### src/rtl/mc_main_control.sv
// mc_main_control
// Main control FSM of the multicycle processor. Sequences every instruction
// through fetch, decode, execute, memory and writeback, and drives the
// datapath enables, mux selects and the 4-bit ALUOp for the ALU control block.
//
// State table (code | state    | meaning)
//   0  | S_RST    | post-reset hold, all outputs idle
//   1  | S_FETCH  | read instruction at PC, PC += 4 (both gated by mem_ready)
//   2  | S_DECODE | decode opcode, branch target into ALUOut
//   3  | S_MEMADR | effective address A + imm for lw/sw
//   4  | S_MEMRD  | data read, waits on mem_ready
//   5  | S_MEMWB  | MDR written to rt
//   6  | S_MEMWR  | data write, waits on mem_ready
//   7  | S_RTEXEC | R-type ALU operation (funct)
//   8  | S_RTWB   | ALUOut written to rd
//   9  | S_ITEXEC | immediate ALU operation
//   10 | S_ITWB   | ALUOut written to rt
//   11 | S_BRANCH | compare A/B, conditional PC load from ALUOut
//   12 | S_JUMP   | PC loaded from jump target
//
// Ports
//   clk, rst_n      clock (rising edge), async active-low reset
//   opcode[5:0]     IR[31:26], valid from S_DECODE onward
//   mem_ready       memory completes current access this cycle
//   pc_write, pc_write_cond, i_or_d, mem_read, mem_write, ir_write,
//   mem_to_reg, reg_dst, reg_write, alu_src_a, alu_src_b[1:0], ext_zero,
//   pc_src[1:0], alu_op[3:0]   datapath controls
//   illegal_op      one-cycle pulse in S_DECODE on an undefined opcode
//   state[3:0]      current state code for debug

module mc_main_control #(
  parameter int RESET_PC_HOLD = 1
) (
  input  logic       clk,
  input  logic       rst_n,
  input  logic [5:0] opcode,
  input  logic       mem_ready,
  output logic       pc_write,
  output logic       pc_write_cond,
  output logic       i_or_d,
  output logic       mem_read,
  output logic       mem_write,
  output logic       ir_write,
  output logic       mem_to_reg,
  output logic       reg_dst,
  output logic       reg_write,
  output logic       alu_src_a,
  output logic [1:0] alu_src_b,
  output logic       ext_zero,
  output logic [1:0] pc_src,
  output logic [3:0] alu_op,
  output logic       illegal_op,
  output logic [3:0] state
);

  typedef enum logic [3:0] {
    S_RST    = 4'd0,
    S_FETCH  = 4'd1,
    S_DECODE = 4'd2,
    S_MEMADR = 4'd3,
    S_MEMRD  = 4'd4,
    S_MEMWB  = 4'd5,
    S_MEMWR  = 4'd6,
    S_RTEXEC = 4'd7,
    S_RTWB   = 4'd8,
    S_ITEXEC = 4'd9,
    S_ITWB   = 4'd10,
    S_BRANCH = 4'd11,
    S_JUMP   = 4'd12
  } state_t;

  localparam logic [5:0] OP_RTYPE = 6'b000000;
  localparam logic [5:0] OP_LW    = 6'b100011;
  localparam logic [5:0] OP_SW    = 6'b101011;
  localparam logic [5:0] OP_ADDI  = 6'b001000;
  localparam logic [5:0] OP_ANDI  = 6'b001100;
  localparam logic [5:0] OP_ORI   = 6'b001101;
  localparam logic [5:0] OP_J     = 6'b000010;
  localparam logic [5:0] OP_BEQ   = 6'b000100;
  localparam logic [5:0] OP_BNE   = 6'b000101;
  localparam logic [5:0] OP_BGT   = 6'b010000;
  localparam logic [5:0] OP_BGE   = 6'b010001;
  localparam logic [5:0] OP_BLT   = 6'b010010;
  localparam logic [5:0] OP_BLE   = 6'b010011;

  localparam logic [3:0] ALU_FUNCT = 4'd0;
  localparam logic [3:0] ALU_ADD   = 4'd1;
  localparam logic [3:0] ALU_AND   = 4'd2;
  localparam logic [3:0] ALU_OR    = 4'd3;
  localparam logic [3:0] ALU_BEQ   = 4'd4;
  localparam logic [3:0] ALU_BNE   = 4'd5;
  localparam logic [3:0] ALU_BGT   = 4'd6;
  localparam logic [3:0] ALU_BGE   = 4'd7;
  localparam logic [3:0] ALU_BLT   = 4'd8;
  localparam logic [3:0] ALU_BLE   = 4'd9;

  localparam logic [3:0] HOLD_TC = 4'(RESET_PC_HOLD);

  state_t     state_q, state_d;
  logic [3:0] hold_cnt, hold_d;
  logic       is_logic_imm;

  // andi/ori take a zero-extended immediate; addi is sign-extended.
  assign is_logic_imm = (opcode == OP_ANDI) || (opcode == OP_ORI);
  assign state        = state_q;

  always_ff @(posedge clk or negedge rst_n) begin
    if (!rst_n) begin
      state_q  <= S_RST;
      hold_cnt <= 4'd0;
    end else begin
      state_q  <= state_d;
      hold_cnt <= hold_d;
    end
  end

  always_comb begin
    state_d       = state_q;
    hold_d        = 4'd0;
    pc_write      = 1'b0;
    pc_write_cond = 1'b0;
    i_or_d        = 1'b0;
    mem_read      = 1'b0;
    mem_write     = 1'b0;
    ir_write      = 1'b0;
    mem_to_reg    = 1'b0;
    reg_dst       = 1'b0;
    reg_write     = 1'b0;
    alu_src_a     = 1'b0;
    alu_src_b     = 2'b00;
    ext_zero      = 1'b0;
    pc_src        = 2'b00;
    alu_op        = ALU_FUNCT;
    illegal_op    = 1'b0;

    case (state_q)
      S_RST: begin
        // hold_cnt starts at 0 on release, so the first fetch follows
        // RESET_PC_HOLD + 1 rising edges after rst_n deasserts.
        if (hold_cnt == HOLD_TC) state_d = S_FETCH;
        else                     hold_d  = hold_cnt + 4'd1;
      end

      S_FETCH: begin
        mem_read  = 1'b1;
        alu_src_b = 2'b01;
        alu_op    = ALU_ADD;
        // IR and PC load only on the cycle the instruction word arrives.
        if (mem_ready) begin
          ir_write = 1'b1;
          pc_write = 1'b1;
          state_d  = S_DECODE;
        end
      end

      S_DECODE: begin
        alu_src_b = 2'b11;
        alu_op    = ALU_ADD;
        case (opcode)
          OP_RTYPE:                    state_d = S_RTEXEC;
          OP_LW, OP_SW:                state_d = S_MEMADR;
          OP_ADDI, OP_ANDI, OP_ORI:    state_d = S_ITEXEC;
          OP_BEQ, OP_BNE, OP_BGT,
          OP_BGE, OP_BLT, OP_BLE:      state_d = S_BRANCH;
          OP_J:                        state_d = S_JUMP;
          default: begin
            // PC already advanced in fetch; just skip the word.
            illegal_op = 1'b1;
            state_d    = S_FETCH;
          end
        endcase
      end

      S_MEMADR: begin
        alu_src_a = 1'b1;
        alu_src_b = 2'b10;
        alu_op    = ALU_ADD;
        state_d   = (opcode == OP_SW) ? S_MEMWR : S_MEMRD;
      end

      S_MEMRD: begin
        mem_read = 1'b1;
        i_or_d   = 1'b1;
        if (mem_ready) state_d = S_MEMWB;
      end

      S_MEMWB: begin
        reg_write  = 1'b1;
        mem_to_reg = 1'b1;
        state_d    = S_FETCH;
      end

      S_MEMWR: begin
        mem_write = 1'b1;
        i_or_d    = 1'b1;
        if (mem_ready) state_d = S_FETCH;
      end

      S_RTEXEC: begin
        alu_src_a = 1'b1;
        alu_op    = ALU_FUNCT;
        state_d   = S_RTWB;
      end

      S_RTWB: begin
        reg_write = 1'b1;
        reg_dst   = 1'b1;
        state_d   = S_FETCH;
      end

      S_ITEXEC: begin
        alu_src_a = 1'b1;
        alu_src_b = 2'b10;
        ext_zero  = is_logic_imm;
        case (opcode)
          OP_ANDI: alu_op = ALU_AND;
          OP_ORI:  alu_op = ALU_OR;
          default: alu_op = ALU_ADD;
        endcase
        state_d = S_ITWB;
      end

      S_ITWB: begin
        reg_write = 1'b1;
        ext_zero  = is_logic_imm;
        state_d   = S_FETCH;
      end

      S_BRANCH: begin
        alu_src_a     = 1'b1;
        pc_write_cond = 1'b1;
        pc_src        = 2'b01;
        case (opcode)
          OP_BNE:  alu_op = ALU_BNE;
          OP_BGT:  alu_op = ALU_BGT;
          OP_BGE:  alu_op = ALU_BGE;
          OP_BLT:  alu_op = ALU_BLT;
          OP_BLE:  alu_op = ALU_BLE;
          default: alu_op = ALU_BEQ;
        endcase
        state_d = S_FETCH;
      end

      S_JUMP: begin
        pc_write = 1'b1;
        pc_src   = 2'b10;
        state_d  = S_FETCH;
      end

      // Codes 13..15: recover to fetch with every output idle.
      default: state_d = S_FETCH;
    endcase
  end

endmodule
### config.mk
export PLATFORM = sky130hd
export DESIGN_NAME = mc_main_control
export DESIGN_NICKNAME = d
export VERILOG_FILES = /design/src/rtl/mc_main_control.sv
export SDC_FILE = /design/constraint.sdc
export NUM_CORES = 1
export LEC_CHECK = 0
export CORE_ASPECT_RATIO = 1.25
export CORE_MARGIN = 8
export CORE_UTILIZATION = 43
export DETAILED_ROUTE_END_ITERATION = 10
export GPL_TIMING_DRIVEN = 0
export PLACE_DENSITY = 0.91
export SYNTH_ARGS = -nofsm -noshare
export SYNTH_HDL_FRONTEND = slang
export SYNTH_SLANG_ARGS = --single-unit
### constraint.sdc
create_clock -name clk -period 2.5 [get_ports clk]
set_input_delay 0.5 -clock clk [delete_from_list [all_inputs] [get_ports clk]]
set_output_delay 0.5 -clock clk [all_outputs]
set_load 0.05 [all_outputs]
## Word-level counts from Yosys, hierarchy flattened

Cells that the tools add are included.

| storage, ports and cells | value |
|---|---|
| flip-flop bits (word level) | 8 |
| output and inout port bits | 24 |
| logic and storage cells | 75 |

| cells by class | value |
|---|---|
| add/subtract/negate cells | 1 |
| eq/ne operators | 29 |
| multiplexer cells | 28 |
| reduce and logical (&&, ||, !) cells | 15 |

Operators by type and width:

| kind | number |
|---|---|
| one-hot mux 4 bit (5 select lines) | 2 |
| one-hot mux 4 bit (8 select lines) | 1 |
| equality test 6 x 5 -> 1 bit, second input constant | 4 |
| 2-to-1 mux 4 bit | 6 |
| equality test 4 bit, second input constant | 5 |
| equality test 6 x 4 -> 1 bit, second input constant | 3 |
| equality test 4 x 3 -> 1 bit, second input constant | 4 |
| 2-to-1 mux 1 bit | 13 |
| OR reduction 13 bit | 1 |
| equality test 6 x 3 -> 1 bit, second input constant | 2 |
| equality test 6 bit, second input constant | 2 |
| one-hot mux 4 bit (3 select lines) | 1 |
| OR reduction 2 bit | 5 |
| OR reduction 3 bit | 3 |
| equality test 4 x 1 -> 1 bit, second input constant | 2 |
| equality test 4 x 2 -> 1 bit, second input constant | 2 |
| inequality test 2 bit, second input constant | 4 |
| one-hot mux 2 bit (2 select lines) | 2 |
| equality test 6 x 2 -> 1 bit, second input constant | 1 |
| logical NOT 6 bit | 1 |
| one-hot mux 2 bit (3 select lines) | 1 |
| OR reduction 6 bit | 1 |
| adder 4 x 1 -> 4 bit, second input constant | 1 |
| logical NOT 4 bit | 1 |
| other kinds (5) | 5 |

## Depth between registers and ports, before layout

Gate-level depths: netlist of the first run.

| depth | value |
|---|---|
| depth after elaboration | 4 |
| depth in mapped cells | 6 |

## Worst setup path after synthesis of the first run

OpenSTA, ideal clock, no wires.

| path | value |
|---|---|
| path kind | reg-to-output |
| start point | reg state_q[0] (netlist: state[0]) |
| end point | out ext_zero |
| arrival time | 2.532 ns |
| path slack | -0.532 ns |
| cell stages (with the launch flop) | 6 |
| buffers on the path | 1 |
| path through | dfrtp_1 -> buf_4 -> inv_1 -> nor2_1 -> nor2_1 -> nor4_1 |

| on the way | value |
|---|---|
| word-level cells in the longest chain between the ends | 3 |
| elaborated cells on any way between the ends | 4 |

Ends and longest elaborated chain:

| element | RTL line | source |
|---|---|---|
| start, declared | 99 | `state_t state_q, state_d;` |
| start signal, assigned | 112 | `state_q <= state_d;` |
| equality test 4 bit | 136 | `case (state_q)` |
| OR reduction 2 bit (no line) * | - |  |
| 2-to-1 mux 1 bit * | 136 |  |
| end, declared | 49 | `output logic ext_zero,` |

Mark *: on every way between the ends. The rest lies on a longest branch, timed or not.

## Worst setup path in the final report of the first run

| path | value |
|---|---|
| start point | reg state_q[2] (netlist: state[2]) |
| end point | out pc_src[0] |

| on the way | value |
|---|---|
| word-level cells in the longest chain between the ends | 2 |
| elaborated cells on any way between the ends | 3 |

Ends and longest elaborated chain:

| element | RTL line | source |
|---|---|---|
| equality test 4 bit | 136 |  |
| one-hot mux 2 bit (2 select lines) * | 136 |  |
| end, declared | 50 | `output logic [1:0] pc_src,` |

Marked as above.

==> flow_summary_export.csv, run 1 <==
group,metric,value,unit
critical_path,worstPathMaxFanout,7,
critical_path,crit_type,"flip-flop to output pin",
place,numPortBuffers,28,
sta,fmax,0.4074,GHz
floorplanning,start_util,45.80,%
worst_hold_path,hold_path.class,"flip-flop to flip-flop",
synth,syn-cell-area,818.3,sq um
critical_path,end_kind,"output pin",
critical_path,cp.required,2.00,ns
synth,avgSynthCellArea,7.372,sq um
critical_path,critPathLaunch,"state[2]",
critical_path,rr_endpoint,"state[0]",
cts,root_buffer,"clkbuf_4",
power_and_ir_drop,clock_power_share,7.4,%
grt,overflow,0,
detailed_routing,drc,0,
synth,synth-seq-cells,8,
cts,cts_sinks,8,
finish,final_area,1179,sq um
power_and_ir_drop,power_leakage,0.0005525,uW
floorplanning,coreArea,1787,sq um
place,place.gp.congestion,0.8628,
synth,synth_seq_area_share,24.46,%
grt,busiest_layer,"met2",
detailed_routing,wl_per_cell,16.19,microns
synth,synth_nets,122,
synth,synthMuxAreaShare,2.446,%
detailed_routing,drt-vias-per-instance,5.895,
detailed_routing,drt-initial-drc-count,37,
finish,fin_cells,162,
cts,cts-htree-levels,1,
run_status,status,"completed",
cts,cts_tree,"built",
finish,drive_gt1_share,26.57,%
place,dp_cells,158,
flow_run,max_cap_viol_count,0,
synth,synthAdderAreaFrac,3.058,%
power_and_ir_drop,p_seq_share,16.4,%
synth,yosys.area_share.simple,36.54,%
sta,tightestPinTransition,0.5095,ns
synth,synth_cells,111,
finish,fin_nets,155,
cts,clk_latency,0.26,ns
finish,areaGrowthSynthToFinish,44.04,%
finish,layout.cells.most_common_list,"nor2_1, a21oi_1, dlygate4sd2_1",
grt,grt_pass1_wl,4367,microns
detailed_routing,drtAntennaViolNets,0,
detailed_routing,dr.pass1.iters,4,
sta,slew_headroom,65.98,%
power_and_ir_drop,p_sw,892.6,uW
finish,final_common_cell,"nor2_1",
cts,cts_buffer_depth,2,
cts,cts_hold_buf,0,
critical_path,reg2reg_from,"hold_cnt[1]",
sta,timing.hold.ws,0.4986,ns
sta,finalClockSkew,0.007001,ns
grt,track_usage,15.23,%
synth,yosysUniqueCellTypes,42,
floorplanning,rows,17,
sta,period_minus_slack,2.455,ns
grt,grt.met3_usage,3.425,%
floorplanning,pin_count,33,
sta,final_hold_viol_count,0,
critical_path,worst-r2r-setup-slack,0.94,ns
critical_path,r2r_cells,6,
cts,cts.clk_slew.worst_paths,0.06,ns
critical_path,start_kind,"flip-flop",
grt,met1_usage,17.55,%
grt,grt_pass1_vias,975,
synth,ys_warn_count,0,
grt,antenna_found_initial,0,
power_and_ir_drop,pwr-share-comb,76.2,%
place,postPlaceCellArea,1167,sq um
grt,grt_use_met2,26.42,%
cts,numCtsBuffers,3,
power_and_ir_drop,swShare,61.31,%
power_and_ir_drop,intPower,563.3,uW
power_and_ir_drop,power_density,1235,nW/um^2
floorplanning,die_w,55.02,microns
floorplanning,die_y,64.77,microns
floorplanning,dieArea,3563,sq um
finish,fillerInstances,163,
finish,antenna_cells,0,
sta,fin_crit_sh,98.19,%
power_and_ir_drop,max-vdd-ir-drop,671.0,uV
finish,multi_input_area,589.3,sq um
place,place_hpwl,2091,microns
critical_path,cp_data_arrival_time,1.95,ns
detailed_routing,via_count,955,
grt,grt_max_degree,11,
sta,tns,0,ns
sta,setup_violations,0,
sta,final_max_slew_viol_count,0,
detailed_routing,wl,2623,microns
synth,synth_top_family_by_area,"simple AND/OR/NAND/NOR gates",
synth,synth_xor_area_share,3.211,%
synth,synth_compound_area_share,20.34,%
finish,seq_area,201.4,sq um
critical_path,cp-endpoint,"pc_src[0]",
kinds of logic after synthesis:
| group | count (synthesis) |
|---|---|
| buf+inv | 16 |
| fa+ha+maj | 2 |
| simple gates | 55 |
| mux | 2 |
| xor+xnor | 3 |
| compound gates | 25 |
| flops | 8 |
routing by layer:
| layer | wire, microns | up-vias |
|---|---|---|
| met5 | 0 | - |
| met4 | 0 | 0 |
| met3 | 177 | 0 |
| met2 | 1448 | 37 |
| met1 | 997 | 459 |
| li1 | - | 459 |
layout make-up:
cell class              count  area share (%)
inverters                   6           1.911
repair buffers             29           22.08
clock buffers               4           2.229
multi-input cells          87           50.00
flip-flops and latches      8           17.09
well taps                  19           2.017
plain buffers               9           4.671
state kept, by name, summed over array words and instances (netlist names):
signal,flops
hold_cnt,4
state,4
synth_stat cells, drive strengths merged:
cell	n	area [sq um]
o21ai	5	25.02
or4b	1	10.01
nor2	16	62.56
a32o	1	10.01
nand3	3	15.01
nor2b	6	40.04
or4	1	7.510
nand2	3	11.26
dfrtp	8	200.2
o32ai	1	8.760
a221oi	2	23.77
or2	1	6.260
and4b	1	10.01
ha	2	25.02
a21oi	8	40.04
xnor2	3	26.28
and3	3	18.77
o31ai	2	15.01
a31oi	1	6.260
nor3	10	50.05
clkbuf	3	11.26
o41ai	1	8.760
nor3b	1	7.510
nand2b	5	31.28
o311ai	1	8.760
mux2i	2	20.02
nor4	1	6.260
o21bai	1	7.510
or3	1	6.260
buf	7	47.54
nand4b	1	8.760
and2b	1	7.510
o22ai	2	12.51
inv	6	22.52
worst max-delay path, cell delays in order, from the launching register on:
cell	delay, ns
dfrtp_1	0.47
nand2b_1	0.28
or3_1	0.40
inv_1	0.09
buf_4	0.10
clkdlybuf4s15_2	0.36
power groups by stage:
stage	Clock, uW	Combinational [uW]	Sequential (uW)
finish	108	1110	238
CTS	109	1150	217
global placement	0	1170	216
detailed placement	0	1190	219
floorplan	0	766	292
global route	115	1170	247
stage by stage:
| step | worst slack [ns] | power, uW | utilization (%) |
|---|---|---|---|
| 3_3_place_gp | -0.9005 | 1391 | 65.34 |
| 5_1_grt | -0.05229 | 1531 | 65.97 |
| 6_report | 0.04522 | 1456 | 65.97 |
| 4_1_cts | 0.008882 | 1474 | 66.60 |
| 3_5_place_dp | -0.9340 | 1407 | 65.34 |
| 2_1_floorplan | 0.0004470 | 1057 | - |
worst min path at each step:
stage	slack [ns]	from	end	depth (start not counted)
6_report	0.50	hold_cnt[0]	hold_cnt[0]	1
5_1_grt	0.53	hold_cnt[0]	hold_cnt[0]	1
4_1_cts	0.51	hold_cnt[0]	hold_cnt[0]	1
3_5_place_dp	0.50	hold_cnt[0]	hold_cnt[0]	1
3_3_place_gp	0.48	hold_cnt[0]	hold_cnt[0]	1
2_1_floorplan	0.20	rst_n	hold_cnt[0]	0
what timing repair did:
item | CTS | global route
endpoints found under the setup margin | 18 | 10
endpoints found under the hold margin | 0 | 0
pin swaps | 1 | 1
gates resized for setup | 48 | 14
buffers inserted | 1 | 0
Note: power is estimated with default switching activity, not from simulation.
==> inputs of run 2 (changes only) <==
- GPL_ROUTABILITY_DRIVEN: unset -> 0
==> flow_summary_export.csv, run 2 (same netlist as run 1, synthesis figures left out) <==
group,metric,value,unit
worst_hold_path,hold_end,"hold_cnt[0]",
critical_path,cp.required,2.00,ns
grt,grt_max_degree,11,
sta,layout_setup_ws,0.02278,ns
detailed_routing,drtAntennaViolNets,0,
critical_path,path_cells,"clkdlybuf4s15_1 > nor2_2 > a21oi_1 > or4b_4 > a221oi_4 > buf_6",
detailed_routing,wl,2628,microns
sta,rsz0062_at_grt,"true",
critical_path,end_kind,"output pin",
finish,antenna_cells,0,
detailed_routing,drc,0,
finish,fin_nets,157,
critical_path,r2r_cells,6,
floorplanning,rows,17,
sta,tns,0,ns
worst_hold_path,min_from,"hold_cnt[0]",
sta,slew_headroom,66.11,%
sta,fmax,0.4037,GHz
critical_path,cp_top_family,"simple AND/OR/NAND/NOR gates",
critical_path,reg2reg_from,"hold_cnt[1]",
run_status,status,"completed",
grt,antenna_found_initial,0,
finish,layout.cells.most_common_list,"nor2_1, a21oi_1, clkdlybuf4s50_1, dlygate4sd2_1",
worst_hold_path,holdPathStages,1,
place,numPortBuffers,28,
detailed_routing,dr.pass1.iters,4,
critical_path,worstPathMaxFanout,5,
cts,numCtsBuffers,3,
critical_path,critPathLaunch,"opcode[1]",
sta,period_minus_slack,2.477,ns
critical_path,rr_endpoint,"state[0]",
critical_path,worst-r2r-setup-slack,0.89,ns
power_and_ir_drop,power_leakage,0.0005237,uW
cts,root_buffer,"clkbuf_4",
floorplanning,start_util,45.80,%
grt,track_usage,15.10,%
sta,final_max_slew_viol_count,0,
flow_run,max_cap_viol_count,0,
floorplanning,dieArea,3563,sq um
sta,final_hold_viol_count,0,
critical_path,slowest_delay,0.50,ns
place,place_hpwl,2030,microns
cts,cts.clk_slew.worst_paths,0.05,ns
cts,cts_sinks,8,
sta,fin_crit_sh,99.09,%
detailed_routing,drt-vias-per-instance,5.860,
power_and_ir_drop,max-vdd-ir-drop,668.7,uV
sta,setup_violations,0,
critical_path,cp_data_arrival_time,1.98,ns
finish,multi_input_area,591.8,sq um
power_and_ir_drop,power_density,1250,nW/um^2
floorplanning,die_w,55.02,microns
sta,tightestPinTransition,0.5004,ns
critical_path,start_kind,"primary input",
worst_hold_path,hold_path.class,"flip-flop to flip-flop",
grt,grt_pass1_wl,4291,microns
cts,cts_hold_buf,0,
detailed_routing,via_count,961,
floorplanning,die_y,64.77,microns
finish,areaGrowthSynthToFinish,45.41,%
detailed_routing,wl_per_cell,16.02,microns
place,post-place-ws,-0.9400,ns
cts,cts-htree-levels,1,
finish,fillerInstances,168,
cts,cts_tree,"built",
cts,cts_buffer_depth,2,
grt,overflow,0,
detailed_routing,drt-initial-drc-count,38,
sta,finalClockSkew,0.001256,ns
critical_path,crit_slowest_cell,"or4b_4",
critical_path,path_buf_inv,2,
critical_path,crit_type,"primary input to output pin",
power_and_ir_drop,total_power,1487,uW
finish,seq_area,202.7,sq um
floorplanning,coreArea,1787,sq um
finish,final_common_cell,"nor2_1",
floorplanning,pin_count,33,
finish,drive_gt1_share,28.28,%
cts,clk_latency,0.26,ns
grt,grt_pass1_vias,980,
run 2: cell types whose count changed in the layout (fill, tap and decap cells not counted), sizes merged:
cell,before,now
clkdlybuf4s50,6,8
buf,10,12
clkdlybuf4s15,5,4
dlymetal6s2s,2,0
clkdlybuf4s18,0,1
run 2: final cells by class:
type	count	area share, %
Tap cell	19	1.998
Timing Repair Buffer	31	22.50
Inverter	6	1.893
Multi-Input combinational cell	87	49.74
Clock buffer	4	2.208
Buffer	9	4.627
Sequential cell	8	17.03
run 2: worst max-delay path by stage:
| stage | to | slack, ns | depth (start not counted) |
|---|---|---|---|
| 6_report | alu_op[0] | 0.02 | 6 |
| 3_3_place_gp | alu_op[0] | -0.90 | 6 |
| 2_1_floorplan | alu_src_a | 0.0004 | 3 |
| 4_1_cts | alu_op[0] | 0.003 | 6 |
| 5_1_grt | alu_op[0] | -0.05 | 5 |
| 3_5_place_dp | alu_op[0] | -0.94 | 6 |
run 2: metal layers:
metal | track usage [%] | wire, microns | up-vias
li1 | - | - | 463
met1 | 16.49 | 970 | 444
met2 | 25.99 | 1405 | 47
met3 | 3.881 | 201 | 7
met4 | 6.325 | 51 | 0
met5 | 0 | 0 | -
run 2: timing repair:
action                                  CTS  global route
endpoints found under the setup margin   18             7
pin swaps                                 1             2
buffers inserted                          0             3
resized for setup                        49            12
run 2: worst register-to-register path, stage by stage, from the launching register on:
cell and delay (ns):
dfrtp_1 0.40, inv_1 0.07, ha_1 0.13, inv_1 0.04, o311ai_1 0.43, o31ai_1 0.17
a221oi_1 0.26
run 2: where the power goes:
part / internal [uW] / leakage (uW) / switching (uW)
Clock: 61.4 / 0.0000150 / 48.8
Sequential: 169 / 0.000104 / 69.3
Combinational: 351 / 0.000405 / 788
Total: 581 / 0.000524 / 907
run 2: through the flow:
stage / utilization [%] / hold WS [ns] / cell area, sq um / std cells
2_1_floorplan: - / 0.2044 / 863.3 / 111
3_5_place_dp: 65.34 / 0.5026 / 1167 / 158
3_3_place_gp: 65.34 / 0.4824 / 1167 / 158
4_1_cts: 66.60 / 0.5085 / 1190 / 162
6_report: 66.60 / 0.5047 / 1190 / 164
5_1_grt: 66.60 / 0.5133 / 1190 / 164
